### src/rtl/accum_sequencer.sv
// accum_sequencer: start/busy/done controller for a repeated-add accumulator.
// Optional macro ACCUM_SATURATE_EN clamps the sum at all ones instead of wrapping.
module accum_sequencer #(
    parameter int WIDTH     = 3,
    parameter int CNT_WIDTH = 3
) (
    input  logic                 Clock,
    input  logic                 Reset,
    input  logic                 start,
    input  logic                 abort,
    input  logic [WIDTH-1:0]     num_in,
    input  logic [CNT_WIDTH-1:0] iterations,
    output logic                 busy,
    output logic                 done,
    output logic [WIDTH-1:0]     result,
    output logic                 overflow,
    output logic [3:0]           disp
);

    typedef enum logic [1:0] {
        IDLE = 2'd0,
        RUN  = 2'd1,
        DONE = 2'd2
    } state_t;

    state_t               state;
    state_t               state_nxt;
    logic [WIDTH-1:0]     operand;
    logic [WIDTH-1:0]     operand_nxt;
    logic [WIDTH-1:0]     acc;
    logic [WIDTH-1:0]     acc_nxt;
    logic [CNT_WIDTH-1:0] cnt;
    logic [CNT_WIDTH-1:0] cnt_nxt;
    logic                 ovf;
    logic                 ovf_nxt;
    logic [WIDTH:0]       sum;

    // One extra bit keeps the carry-out of each addition.
    assign sum = {1'b0, acc} + {1'b0, operand};

    // State register; Reset also lands here mid-run.
    always_ff @(posedge Clock or posedge Reset) begin
        if (Reset) begin
            state <= IDLE;
        end else begin
            state <= state_nxt;
        end
    end

    // Datapath registers: operand, accumulator, counter, sticky carry.
    always_ff @(posedge Clock or posedge Reset) begin
        if (Reset) begin
            operand <= '0;
            acc     <= '0;
            cnt     <= '0;
            ovf     <= 1'b0;
        end else begin
            operand <= operand_nxt;
            acc     <= acc_nxt;
            cnt     <= cnt_nxt;
            ovf     <= ovf_nxt;
        end
    end

    // Next-state, next-datapath and handshake outputs.
    always_comb begin
        state_nxt   = state;
        operand_nxt = operand;
        acc_nxt     = acc;
        cnt_nxt     = cnt;
        ovf_nxt     = ovf;
        busy        = 1'b0;
        done        = 1'b0;
        unique case (state)
            IDLE: begin
                if (abort) begin
                    acc_nxt = '0;
                    ovf_nxt = 1'b0;
                end else if (start) begin
                    operand_nxt = num_in;
                    cnt_nxt     = iterations;
                    acc_nxt     = '0;
                    ovf_nxt     = 1'b0;
                    if (iterations == '0) begin
                        state_nxt = DONE;
                    end else begin
                        state_nxt = RUN;
                    end
                end
            end
            RUN: begin
                busy = 1'b1;
                if (abort) begin
                    // Cancelled run: drop this edge's addition.
                    acc_nxt   = '0;
                    ovf_nxt   = 1'b0;
                    state_nxt = IDLE;
                end else begin
`ifdef ACCUM_SATURATE_EN
                    // Once clamped, any further add carries again or adds 0.
                    acc_nxt = sum[WIDTH] ? '1 : sum[WIDTH-1:0];
`else
                    acc_nxt = sum[WIDTH-1:0];
`endif
                    ovf_nxt = ovf | sum[WIDTH];
                    cnt_nxt = cnt - CNT_WIDTH'(1);
                    if (cnt == CNT_WIDTH'(1)) begin
                        state_nxt = DONE;
                    end
                end
            end
            DONE: begin
                done      = 1'b1;
                state_nxt = IDLE;
            end
            default: begin
                state_nxt = IDLE;
            end
        endcase
    end

    assign result   = acc;
    assign overflow = ovf;
    assign disp     = {ovf, acc[2:0]};

endmodule

### config.mk
export PLATFORM = sky130hd
export DESIGN_NAME = accum_sequencer
export DESIGN_NICKNAME = d
export VERILOG_FILES = /design/src/rtl/accum_sequencer.sv
export SDC_FILE = /design/constraint.sdc
export NUM_CORES = 1
export LEC_CHECK = 0
export BUFFER_PORTS_ARGS = -buffer_cell sky130_fd_sc_hd__buf_2
export CORE_MARGIN = 10
export CORE_UTILIZATION = 50
export CTS_CLUSTER_SIZE = 8
export DETAILED_ROUTE_END_ITERATION = 8
export GPL_ROUTABILITY_DRIVEN = 0
export MAX_ROUTING_LAYER = met4
export PLACE_DENSITY_LB_ADDON = 0.08
export SLEW_MARGIN = 20
export SYNTH_ARGS = -nofsm -noshare
export SYNTH_HDL_FRONTEND = slang
export SYNTH_SLANG_ARGS = --single-unit
### constraint.sdc
create_clock -name Clock -period 2.01 [get_ports Clock]
set_clock_uncertainty 0.1 [all_clocks]
set_input_delay 0.3015 -clock Clock [delete_from_list [all_inputs] [get_ports Clock]]
set_output_delay 0.3015 -clock Clock [all_outputs]
set_load 0.005 [all_outputs]
==> impl_metrics.py <==
metrics = {
    "status": {
        "status": "complete, no violations",
    },
    "grt": {
        "grt_pass1_vias": 575,
        "grt_remaining_overflow": 0,
        "grt_usage_pct": 10.2,
        "antenna_found_initial": 0,
        "grt_pass1_wl_mm": 2.73,
        "grt_max_degree": 15,
    },
    "clock_network": {
        "cts_resized": 0,
        "cts_buffers": 3,
        "clk_transition_reported_paths_ns": 0.07,
        "cts_setup_buffers": 0,
        "htreeDepth": 1,
        "tritoncts": "yes",
        "cts.sinks": 12,
        "cts_buffer_depth": 2,
        "insertion_delay_ns": 0.28,
        "ctsRootBufferMaster": "clkbuf_4",
    },
    "place": {
        "dp_slack_ns": 0.475,
        "dpl.cell_count": 102,
        "place_hpwl_mm": 1.19,
        "io_buffers": 19,
    },
    "logic_synthesis": {
        "netlist_area_sq_um": 773,
        "synth_cell_types": 34,
        "synth_top_area_cell": "dfrtp_1",
        "syn_nets": 90,
        "yosys_warnings": 0,
        "syn_area_per_cell_sq_um": 10.4,
        "synth_seq_cells": 12,
        "ys_seq_area_share_pct": 38.8,
        "syn_inst": 74,
        "yosys.area.top_type_share_pct": 38.8,
        "synthTopCellsByArea": "dfrtp_1 39%, ha_1 8.1%, mux2_1 4.4%",
    },
    "timing": {
        "rsz0062_at_grt": "no",
        "fin_crit_sh_pct": 83.6,
        "tightest_slew_ns": 0.452,
        "drv_slew": 0,
        "whs_ns": 0.140,
        "fin_tns_setup_ns": 0,
        "fin_crit_ns": 1.68,
        "setup-violations-final": 0,
        "worst_slack_ns": 0.329,
        "fmax_mhz": 595,
        "maxSlewHeadroom_pct": 69.8,
        "hold_viol": 0,
    },
    "floorplan": {
        "core-area_sq_um": 1490,
        "start_util_pct": 51.9,
        "die_x_um": 59.3,
        "top_level_ports": 20,
        "dieHeight_um": 59.3,
        "fp.dieArea_sq_um": 3520,
        "row_count": 14,
    },
    "worst_setup_path": {
        "critPathMaxFanout": 10,
        "startpoint_type": "flip-flop",
        "cp_slowest_cell": "dfrtp_1",
        "crit_chain": "nand2b_4 > inv_2 > buf_2",
        "path_buf_inv": 2,
        "cp_top_family": "flip-flops",
        "required_ns": 1.61,
        "critPathCaptureType": "output pin",
        "setup.worst_path.class": "reg2out",
        "worst_path_largest_cell_delay_ns": 0.55,
        "worstPathArrival_ns": 1.28,
    },
    "route": {
        "vias": 582,
        "drt_iter0_drc": 15,
        "firstDrtPassIters": 4,
        "ant_nets": 0,
        "wl_per_cell_um": 14.3,
        "drcViolationCount": 0,
        "viasPerCell": 5.44,
        "drt_wl_total_mm": 1.53,
    },
    "power": {
        "switching_power_mw": 0.224,
        "power_density_nw_per_um2": 816,
        "sequentialPowerShare_pct": 45.1,
        "p_leak_nw": 0.460,
        "comb_power_share_pct": 28.4,
        "power.internal_mw": 0.496,
        "switching_share_pct": 31.1,
        "clkPwrFrac_pct": 26.5,
        "fin_total_pwr_mw": 0.720,
        "vdd_drop_max_mv": 0.403,
    },
    "finish": {
        "drive_gt1_share_pct": 31.9,
        "final_cells": 107,
        "final_common_cell": "buf_2",
        "nets": 108,
        "diodes": 0,
        "fillCellCount": 119,
        "layout.cells.most_common_list": "19 x buf_2, 12 x dfrtp_1, 5 x inv_1, 5 x ha_1",
        "area_delta_synth_final_pct": 14.2,
    },
    "job": {
        "maxCapViolations": 0,
    },
    "worst_hold_path": {
        "hp-class": "in2reg",
    },
}
## power groups by stage
| stage | registers (mW) | logic [mW] | clock network [mW] |
|---|---|---|---|
| global placement | 0.329 | 0.207 | 0 |
| finish | 0.325 | 0.205 | 0.191 |
| detailed placement | 0.330 | 0.207 | 0 |
| CTS | 0.325 | 0.208 | 0.200 |
| floorplan | 0.316 | 0.167 | 0 |
| global route | 0.333 | 0.240 | 0.207 |
## state kept, by name (all words and copies together) (netlist names)
register / count
result: 3
overflow: 1
state: 2
operand: 3
cnt: 3
## through the flow
step,utilization (%),cell area [sq um]
after CTS,59.3,883
after floorplan,-,773
final,59.3,883
after global placement,56.2,837
after global routing,59.3,883
after detailed placement,56.2,837
## worst paths after layout
| check | from | endpoint | slack (ns) | cells past startpoint |
|---|---|---|---|---|
| worst max-delay path | state[1]$_DFFE_PP0P_ | busy | 0.33 | 3 |
| worst min-delay path | num_in[1] | operand[1]$_DFFE_PP0P_ | 0.14 | 2 |
| worst max register to register | result[0]$_DFFE_PP0P_ | result[2]$_DFFE_PP0P_ | 0.43 | 4 |
| worst min register to register | operand[0]$_DFFE_PP0P_ | operand[0]$_DFFE_PP0P_ | 0.40 | 1 |
| max in group asynchronous | Reset | result[1]$_DFFE_PP0P_ | 1.03 | 3 |
| min in group asynchronous | Reset | result[2]$_DFFE_PP0P_ | 0.47 | 3 |
## per-layer routing
metal / vias up / share of wire (%) / track usage, %
met4: 0 / 0.65 / 4.26
met1: 265 / 48 / 13.8
met3: 2 / 7.3 / 4.72
li1: 295 / - / -
met2: 20 / 44 / 12.5
met5: - / 0 / -
## cell usage after synthesis
cell,count
a2111oi_2,1
a21boi_1,1
a21o_1,1
a21oi_1,3
a22oi_1,1
a2bb2oi_1,1
a32oi_1,1
and2_4,1
buf_2,2
buf_4,4
buf_6,1
dfrtp_1,12
fa_1,1
ha_1,5
inv_1,5
inv_2,1
mux2_1,3
mux2_4,1
mux2i_1,2
nand2_1,3
nand2b_1,1
nand2b_4,1
nand3_1,1
nor2_1,2
nor2_2,1
nor2b_1,3
nor3_1,3
nor3b_1,1
nor4b_1,1
o21ai_0,1
o21ai_1,3
o221ai_1,2
o31ai_1,3
xnor2_1,1
## kinds of logic after synthesis
logic type	synth area share, %
adder cells (fa/ha/maj)	10.7
AND/OR/NAND/NOR	14.1
multiplexers	8.90
AO/OA/AOI/OAI	16.8
buffers and inverters	9.55
flip-flops	38.8
XOR/XNOR	1.13
## timing repair
action	4_1_cts	5_1_grt
hold buffers	1	0
hold endpoints to repair	12	0
endpoints found under the setup margin	0	0
## cell type report
type	instances	area, sq um	share of cell area [%]
multi-input cells	49	399	45.2
flip-flops and latches	12	300	34.0
repair buffers	20	105	11.9
clock buffers	4	36.3	4.11
inverters	6	22.5	2.55
well taps	16	20.0	2.27
Note: power is estimated with default switching activity, not from simulation.
